--- src/rtl/dbg_bvci_arb.sv ---
// Two-master arbiter for the debug BVCI target port. One master owns the port
// from grant until its response packet ends (or a synthetic timeout error).
module dbg_bvci_arb #(
  parameter int TIMEOUT = 256,
  parameter int TW      = 10
) (
  input  logic        clk,
  input  logic        rst_a,
  // master 0 (JTAG debug buffer path)
  input  logic [31:0] m0_dbg_address,
  input  logic [3:0]  m0_dbg_be,
  input  logic [1:0]  m0_dbg_cmd,
  input  logic        m0_dbg_cmdval,
  input  logic        m0_dbg_eop,
  input  logic [31:0] m0_dbg_wdata,
  output logic        m0_dbg_cmdack,
  output logic        m0_dbg_rspval,
  output logic [31:0] m0_dbg_rdata,
  output logic        m0_dbg_reop,
  output logic        m0_dbg_rerr,
  input  logic        m0_dbg_rspack,
  // master 1 (system-side debug master)
  input  logic [31:0] m1_dbg_address,
  input  logic [3:0]  m1_dbg_be,
  input  logic [1:0]  m1_dbg_cmd,
  input  logic        m1_dbg_cmdval,
  input  logic        m1_dbg_eop,
  input  logic [31:0] m1_dbg_wdata,
  output logic        m1_dbg_cmdack,
  output logic        m1_dbg_rspval,
  output logic [31:0] m1_dbg_rdata,
  output logic        m1_dbg_reop,
  output logic        m1_dbg_rerr,
  input  logic        m1_dbg_rspack,
  // shared target
  output logic [31:0] out_dbg_address,
  output logic [3:0]  out_dbg_be,
  output logic [1:0]  out_dbg_cmd,
  output logic        out_dbg_cmdval,
  output logic        out_dbg_eop,
  output logic [31:0] out_dbg_wdata,
  input  logic        out_dbg_cmdack,
  input  logic        in_dbg_rspval,
  input  logic [31:0] in_dbg_rdata,
  input  logic        in_dbg_reop,
  input  logic        in_dbg_rerr,
  output logic        out_dbg_rspack,
  // status
  output logic [1:0]  arb_grant,
  output logic        arb_timeout
);

  typedef enum logic [1:0] {IDLE, CMD, RSP, TERR} state_t;

  // Last timer value allowed before the synthetic error fires.
  localparam logic [TW-1:0] TLIM = TW'((TIMEOUT == 0) ? 0 : TIMEOUT - 1);

  state_t        state, state_nxt;
  logic [1:0]    grant, grant_nxt;
  logic          prio_m1, prio_m1_nxt;   // 1: m1 wins a tie next time
  logic [TW-1:0] timer, timer_nxt;
  logic          tmo_nxt;

  logic          sel;
  logic          g_cmdval, g_eop, g_rspack;
  logic          c_ack, r_val, r_reop, r_err;
  logic [31:0]   r_data;

  assign sel      = grant[1];
  assign g_cmdval = sel ? m1_dbg_cmdval : m0_dbg_cmdval;
  assign g_eop    = sel ? m1_dbg_eop    : m0_dbg_eop;
  assign g_rspack = sel ? m1_dbg_rspack : m0_dbg_rspack;

  // Per-master fan-out: only the owner ever sees acks or response cells.
  assign m0_dbg_cmdack = c_ack  & grant[0];
  assign m0_dbg_rspval = r_val  & grant[0];
  assign m0_dbg_reop   = r_reop & grant[0];
  assign m0_dbg_rerr   = r_err  & grant[0];
  assign m0_dbg_rdata  = grant[0] ? r_data : '0;
  assign m1_dbg_cmdack = c_ack  & grant[1];
  assign m1_dbg_rspval = r_val  & grant[1];
  assign m1_dbg_reop   = r_reop & grant[1];
  assign m1_dbg_rerr   = r_err  & grant[1];
  assign m1_dbg_rdata  = grant[1] ? r_data : '0;

  assign arb_grant = grant;

  // State, owner, round-robin pointer, response timer and timeout pulse.
  always_ff @(posedge clk or negedge rst_a) begin
    if (!rst_a) begin
      state       <= IDLE;
      grant       <= 2'b00;
      prio_m1     <= 1'b0;
      timer       <= '0;
      arb_timeout <= 1'b0;
    end else begin
      state       <= state_nxt;
      grant       <= grant_nxt;
      prio_m1     <= prio_m1_nxt;
      timer       <= timer_nxt;
      arb_timeout <= tmo_nxt;
    end
  end

  // Next-state logic plus the command mux and response routing per state.
  always_comb begin
    state_nxt       = state;
    grant_nxt       = grant;
    prio_m1_nxt     = prio_m1;
    timer_nxt       = timer;
    tmo_nxt         = 1'b0;
    out_dbg_address = '0;
    out_dbg_be      = '0;
    out_dbg_cmd     = '0;
    out_dbg_cmdval  = 1'b0;
    out_dbg_eop     = 1'b0;
    out_dbg_wdata   = '0;
    out_dbg_rspack  = 1'b0;
    c_ack           = 1'b0;
    r_val           = 1'b0;
    r_data          = '0;
    r_reop          = 1'b0;
    r_err           = 1'b0;
    case (state)
      IDLE: begin
        // Swallow any stray or late response so the target never stalls.
        out_dbg_rspack = 1'b1;
        if (m0_dbg_cmdval || m1_dbg_cmdval) begin
          state_nxt = CMD;
          if (m0_dbg_cmdval && m1_dbg_cmdval)
            grant_nxt = prio_m1 ? 2'b10 : 2'b01;
          else
            grant_nxt = m1_dbg_cmdval ? 2'b10 : 2'b01;
        end
      end
      CMD: begin
        out_dbg_address = sel ? m1_dbg_address : m0_dbg_address;
        out_dbg_be      = sel ? m1_dbg_be      : m0_dbg_be;
        out_dbg_cmd     = sel ? m1_dbg_cmd     : m0_dbg_cmd;
        out_dbg_wdata   = sel ? m1_dbg_wdata   : m0_dbg_wdata;
        out_dbg_cmdval  = g_cmdval;
        out_dbg_eop     = g_eop;
        c_ack           = out_dbg_cmdack;
        if (g_cmdval && out_dbg_cmdack && g_eop) begin
          state_nxt = RSP;
          timer_nxt = '0;
        end
      end
      RSP: begin
        r_val          = in_dbg_rspval;
        r_data         = in_dbg_rdata;
        r_reop         = in_dbg_reop;
        r_err          = in_dbg_rerr;
        out_dbg_rspack = g_rspack;
        if (in_dbg_rspval && g_rspack) begin
          timer_nxt = '0;
          if (in_dbg_reop) begin
            state_nxt   = IDLE;
            grant_nxt   = 2'b00;
            prio_m1_nxt = grant[0];
          end
        end else if (TIMEOUT != 0 && timer >= TLIM && !in_dbg_rspval) begin
          // A live rspval in the expiry cycle wins over the timeout.
          state_nxt = TERR;
          tmo_nxt   = 1'b1;
        end else if (timer != '1) begin
          timer_nxt = timer + 1'b1;
        end
      end
      TERR: begin
        // Synthetic single-cell error response; target is not acked.
        r_val  = 1'b1;
        r_reop = 1'b1;
        r_err  = 1'b1;
        if (g_rspack) begin
          state_nxt   = IDLE;
          grant_nxt   = 2'b00;
          prio_m1_nxt = grant[0];
        end
      end
      default: state_nxt = IDLE;
    endcase
  end

endmodule

--- config.mk ---
export PLATFORM = sky130hd
export DESIGN_NAME = dbg_bvci_arb
export DESIGN_NICKNAME = d
export VERILOG_FILES = /design/src/rtl/dbg_bvci_arb.sv
export SDC_FILE = /design/constraint.sdc
export NUM_CORES = 1
export LEC_CHECK = 0
export ABC_AREA = 1
export BUFFER_PORTS_ARGS = -buffer_cell sky130_fd_sc_hd__buf_2
export CORE_AREA = 3 3 127 129
export CTS_BUF_LIST = sky130_fd_sc_hd__clkbuf_8
export CTS_CLUSTER_DIAMETER = 40
export CTS_CLUSTER_SIZE = 8
export DETAILED_ROUTE_END_ITERATION = 7
export DIE_AREA = 0 0 130 132
export GPL_ROUTABILITY_DRIVEN = 0
export PLACE_DENSITY = 0.6
export SLEW_MARGIN = 20
export SYNTH_ARGS = -nofsm -noshare
export SYNTH_HDL_FRONTEND = slang
export SYNTH_SLANG_ARGS = --single-unit
--- constraint.sdc ---
create_clock -name clk -period 4.1 [get_ports clk]
set_clock_uncertainty 0.1 [all_clocks]
set_input_delay 0.205 -clock clk [delete_from_list [all_inputs] [get_ports clk]]
set_output_delay 0.205 -clock clk [all_outputs]
set_load 0.005 [all_outputs]
Word level (Yosys, flattened, before mapping)
Index checks and enable logic that the tools add are counted.

Magnitude comparators: 1. Bitwise operators: 8. Equal/unequal tests: 13. $add $sub $neg: 1. Reduce and logical (&&, ||, !) cells: 15. Div/mod/pow operators: 0. Multiplexer cells: 46. Multiply operators: 0. Shifts and indexed selects: 0.

Operators by type and width (count): 2-to-1 mux 32 bit (7); 2-to-1 mux 10 bit (4); 2-to-1 mux 2 bit (13); case mux 10 bit (2 select lines) (1); 2-to-1 mux 1 bit (12); inequality test 3 bit, second input constant (4); adder 10 x 1 -> 10 bit, second input constant (1); greater-or-equal comparator 10 x 8 -> 1 bit, second input constant (1); inequality test 10 bit, second input constant (1); inequality test 2 bit, second input constant (5); case mux 1 bit (2 select lines) (5); AND reduction 5 bit (2); AND 1 bit (8); 2-to-1 mux 4 bit (2); case mux 2 bit (4 select lines) (1); AND reduction 4 bit (2); case mux 2 bit (3 select lines) (1); logical AND 1 bit (5); equality test 2 bit, second input constant (2); nonzero test 2 bit (2); nonzero test 3 bit (1); equality test 2 x 1 -> 1 bit, second input constant (1); zero test 2 bit (1); zero test 1 bit (1); logical OR 1 bit (1).

Output and inout port bits: 148. RAM bits: 0. Register bits after elaboration: 16. Memories: 0. Logic and storage cells: 89. Input bits: 184. Latch bits: 0. Bits in read-only memories: 0.

Longest topological paths before layout
Depth after elaboration: 5. Depth in mapped cells: 10. Mapped depth without buffers: 10.

Worst setup path after synthesis
Ideal clock, no wire load.

Path kind: reg-to-reg. From: reg timer[0]. To: reg timer[9]. Stages on the path, launching flop included: 10. Arrival: 1380 ps. Clock period less this slack: 1596 ps. Buffers on the path: 0. Library setup time: 116 ps. Required time: 3884 ps. Slack: 2504 ps. Cells stage by stage: dfrtp_1 > ha_1 > nand3_1 > inv_1 > nand2_1 > nand2_1 > nand3_1 > nand3_2 > nand2_1 > nand2_1.

Cells in the longest elaborated chain, start to end: 5. Elaborated cells on any way between the ends: 11. Classes of those cells: add/sub: 1; order compare: 1; eq/ne: 3; mux: 4; reduce/logical: 2.

Ends and longest elaborated chain: start, declared (RTL line 61) `logic [TW-1:0] timer, timer_nxt;`; start signal, assigned (RTL line 100) `timer <= timer_nxt;`; adder 10 x 1 -> 10 bit (RTL line 167) `timer_nxt = timer + 1'b1;`; 2-to-1 mux 10 bit (RTL line 166) `end else if (timer != '1) begin`; 2-to-1 mux 10 bit (RTL line 162) `end else if (TIMEOUT != 0 && timer >= TLIM && !in_dbg_rspval) begin`; 2-to-1 mux 10 bit (RTL line 155) `if (in_dbg_rspval && g_rspack) begin`; case mux 10 bit (2 select lines) (RTL line 124) `case (state)`.

Parallel ways exist; a longest one is shown, timed or not. The select of a mux whose other input is x is not followed. A chain may end at the register's enable or synchronous reset.

Worst setup path after layout
From: reg grant[1], in the netlist arb_grant[1]. To: out out_dbg_wdata[15].

Cells in the longest elaborated chain, start to end: 2.

Ends and longest elaborated chain: start, declared (RTL line 59) `logic [1:0] grant, grant_nxt;`; start signal, assigned (RTL line 98) `grant <= grant_nxt;`; 2-to-1 mux 32 bit (RTL line 140) `out_dbg_wdata = sel ? m1_dbg_wdata : m0_dbg_wdata;`; 2-to-1 mux 32 bit (RTL line 124); end, declared (RTL line 41) `output logic [31:0] out_dbg_wdata,`.

No other way between the ends.

==> summary.txt <==
Worst setup path
  – R2r endpoint: timer[2]
  – Reg2reg setup slack: 1750 ps
  – Critical path capture point type: primary output
  – WS Path Type: register to primary output
  – WP data arrival: 2160 ps
  – Worst r2r path cells: 9
  – Worst reg2reg path startpoint: arb_grant[1]
  – Critical Path RT: 3800 ps
  – Critical path fanouts, max: 57
  – Worst Setup Start Kind: register

Routing
  – Remaining DRCs: 0
  – Via/cell ratio: 4.42
  – Routed Wire Length: 15500 um
  – Post-DRT Antenna Nets: 0
  – DR WL/cell: 15.1 um
  – DR pass1 iterations: 5
  – Via count: 4530
  – Drt initial violations: 247

Timing
  – Slew @ Worst Pin: 833 ps
  – Final setup fails: 0
  – Tmin final: 2460 ps
  – Unrepaired setup endpoints after global routing: no
  – Slew HR: 44.4%
  – Fmax: 406 MHz
  – Final Cycle Share: 60.1%
  – Hold Fails Final Rpt: 0
  – Final Slew Violations: 0
  – Worst setup margin: 1640 ps
  – Setup TNS: 0 ps

Finish
  – # diodes: 0
  – Filler instances: 1763
  – Area growth syn-to-layout: 69.0%
  – Register area: 402 um2
  – Area occupied by multi-input gates: 0.00190 mm2
  – Non-Filler Instances: 1025
  – Layout Cell Area excl Fill: 0.00452 mm2
  – Final net count: 1023
  – Fraction of layout cells with a size suffix above 1: 43.2%

Synthesis
  – Yosys top cell area share: 29.3%
  – Top post-synthesis cells by area: nand2_1, dfrtp_1, a21oi_1, nor3_1, inv_1
  – Sequential-to-total area share from yosys stat: 15.0%
  – Unique masters post-synth: 28
  – Synth cell count leaders: nand2_1, a21oi_1, nor3_1
  – FFs w/ async S/R, synth: 100%
  – Ys flop type: dfrtp_1
  – Ys Warns: 0
  – Yosys reg bits: 16
  – Cell Area, Synth: 0.00267 mm2
  – Post-synthesis cell count: 533
  – Number of enable flip-flop cells after synthesis: 0
  – Syn Nets: 718
  – Biggest area consumer among synthesized cells: nand2_1
  – Most frequent cell after synthesis: nand2_1
  – Average instance area after synthesis: 5.02 um2

Clock tree
  – Post_cts resized: 0
  – Root buf cell: clkbuf_8
  – # H-tree levels: 1
  – Inserted Clock Buffers: 3
  – Clk slew on worst S/H paths: 70 ps
  – # clock sinks: 16
  – Clock Path Buffers: 2
  – Worst skew pair latency: 250 ps
  – CTS tree: yes

Global route
  – Number of global-route vias before repair: 3949
  – Antenna violations before repair: 3
  – Largest net degree at the start of global routing: 76
  – First-pass GRT wire length: 22300 um
  – Grt ovf: 0
  – Total GRT Usage: 16.2%

Power and ir drop
  – Clk pwr share: 7.4%
  – Power density cells: 431 mW/mm2
  – Sw frac: 58.0%
  – Switching power total: 1.13 mW
  – Pint: 818 uW
  – Leak pwr: 2.85 nW
  – Worst VDD drop: 0.331 mV
  – Combinational cell fraction of total power: 81.0%
  – Total power: 1.95 mW
  – Sequential Power Share: 11.6%

Worst hold path
  – Hold EP: arb_grant[0]
  – Worst Hold Class: input port to register
  – Worst Hold Path Cells: 4
  – Hold path start: m1_dbg_cmdval

Run
  – Max-cap violations: 0

Floorplanning
  – Die Height: 132 um
  – Row count: 45
  – Starting Density: 17.7%
  – IO Pins: 332
  – Core ar.: 0.0151 mm2
  – Die X: 130 um
  – Die area: 0.0172 mm2

Placement
  – Setup WS pre-CTS: 1720 ps
  – Hpwl dp: 12900 um
  – Placed inst area: 0.00445 mm2
  – IO Port Bufs: 331
  – Placed cells: 1020

Outcome
  – Status: finished clean
==> worst max path at each step <==
stage | from | end | slack (ps)
floorplan | timer[0] | timer[9] | 2500
CTS | arb_grant[1] | out_dbg_wdata[12] | 1600
global route | arb_grant[1] | out_dbg_wdata[15] | 1500
global placement | arb_grant[1] | timer[8] | 1750
finish | arb_grant[1] | out_dbg_wdata[15] | 1640
detailed placement | arb_grant[1] | timer[5] | 1720
==> registers in the layout (all words and copies together), names as in the netlist <==
signal / flops
state: 2
arb_timeout: 1
arb_grant: 2
prio_m1: 1
timer: 10
==> kinds of logic (layout without fill, tap and decap cells) <==
group,Yosys count,in the layout,synth area share (%)
AND/OR/NAND/NOR,336,336,53.7
buffers and inverters,94,398,14.0
AO/OA/AOI/OAI,84,84,16.1
flip-flops,16,16,15.0
XOR/XNOR,2,2,0.655
adder cells (fa/ha/maj),1,1,0.468
==> per-layer routing <==
metal	vias up	share of wire, %	global-route usage, %	routed length, um
met5	-	0.14	0	22
met3	23	6.8	3.20	1050
li1	2302	-	-	-
met2	178	50	29.2	7750
met4	4	2.0	2.94	310
met1	2023	41	20.0	6360
==> worst max-delay path, stage by stage (launching register included) <==
cell and delay [ps]:
dfrtp_2 410, clkinv_2 570, buf_4 450, nand2_1 120
a21oi_1 170, buf_2 140
==> through the flow <==
step | util (%) | hold WS [ps]
5_1_grt | 29.8 | 279
2_1_floorplan | - | -191
4_1_cts | 29.8 | 223
6_report | 29.8 | 219
3_5_place_dp | 29.4 | 46.7
3_3_place_gp | 29.4 | 51.1
==> cell usage in the layout (no fill, tap or decap), types with 2 or more instances in the layout <==
cell	count
or2_2	2
inv_1	48
xor2_1	2
o21ai_0	5
dfrtp_1	15
nand2_2	4
nor2_1	29
buf_2	331
buf_4	7
clkbuf_8	4
nand2_1	208
nor3_1	66
a21o_1	3
a21oi_1	73
o21ai_1	2
nand3_1	18
nand4_1	2
inv_2	6
==> what timing repair did <==
item / 4_1_cts / 5_1_grt
endpoints found under the hold margin: 16 / 0
buffers inserted: 0 / 0
hold buffers: 1 / 0
==> cell type report <==
cell class | instances | area share (%)
Multi-Input combinational cell | 423 | 42.1
Timing Repair Buffer | 339 | 38.0
Clock buffer | 4 | 1.22
Tap cell | 188 | 5.20
Sequential cell | 16 | 8.89
Inverter | 55 | 4.60
==> power groups by stage <==
stage          sequential, mW  clock, mW  combinational, mW
2_1_floorplan           0.220          0              0.930
3_3_place_gp            0.229          0               1.60
3_5_place_dp            0.230          0               1.60
4_1_cts                 0.226      0.147               1.60
5_1_grt                 0.232      0.152               1.76
6_report                0.227      0.144               1.58
Note: power is estimated with default switching activity, not from simulation.
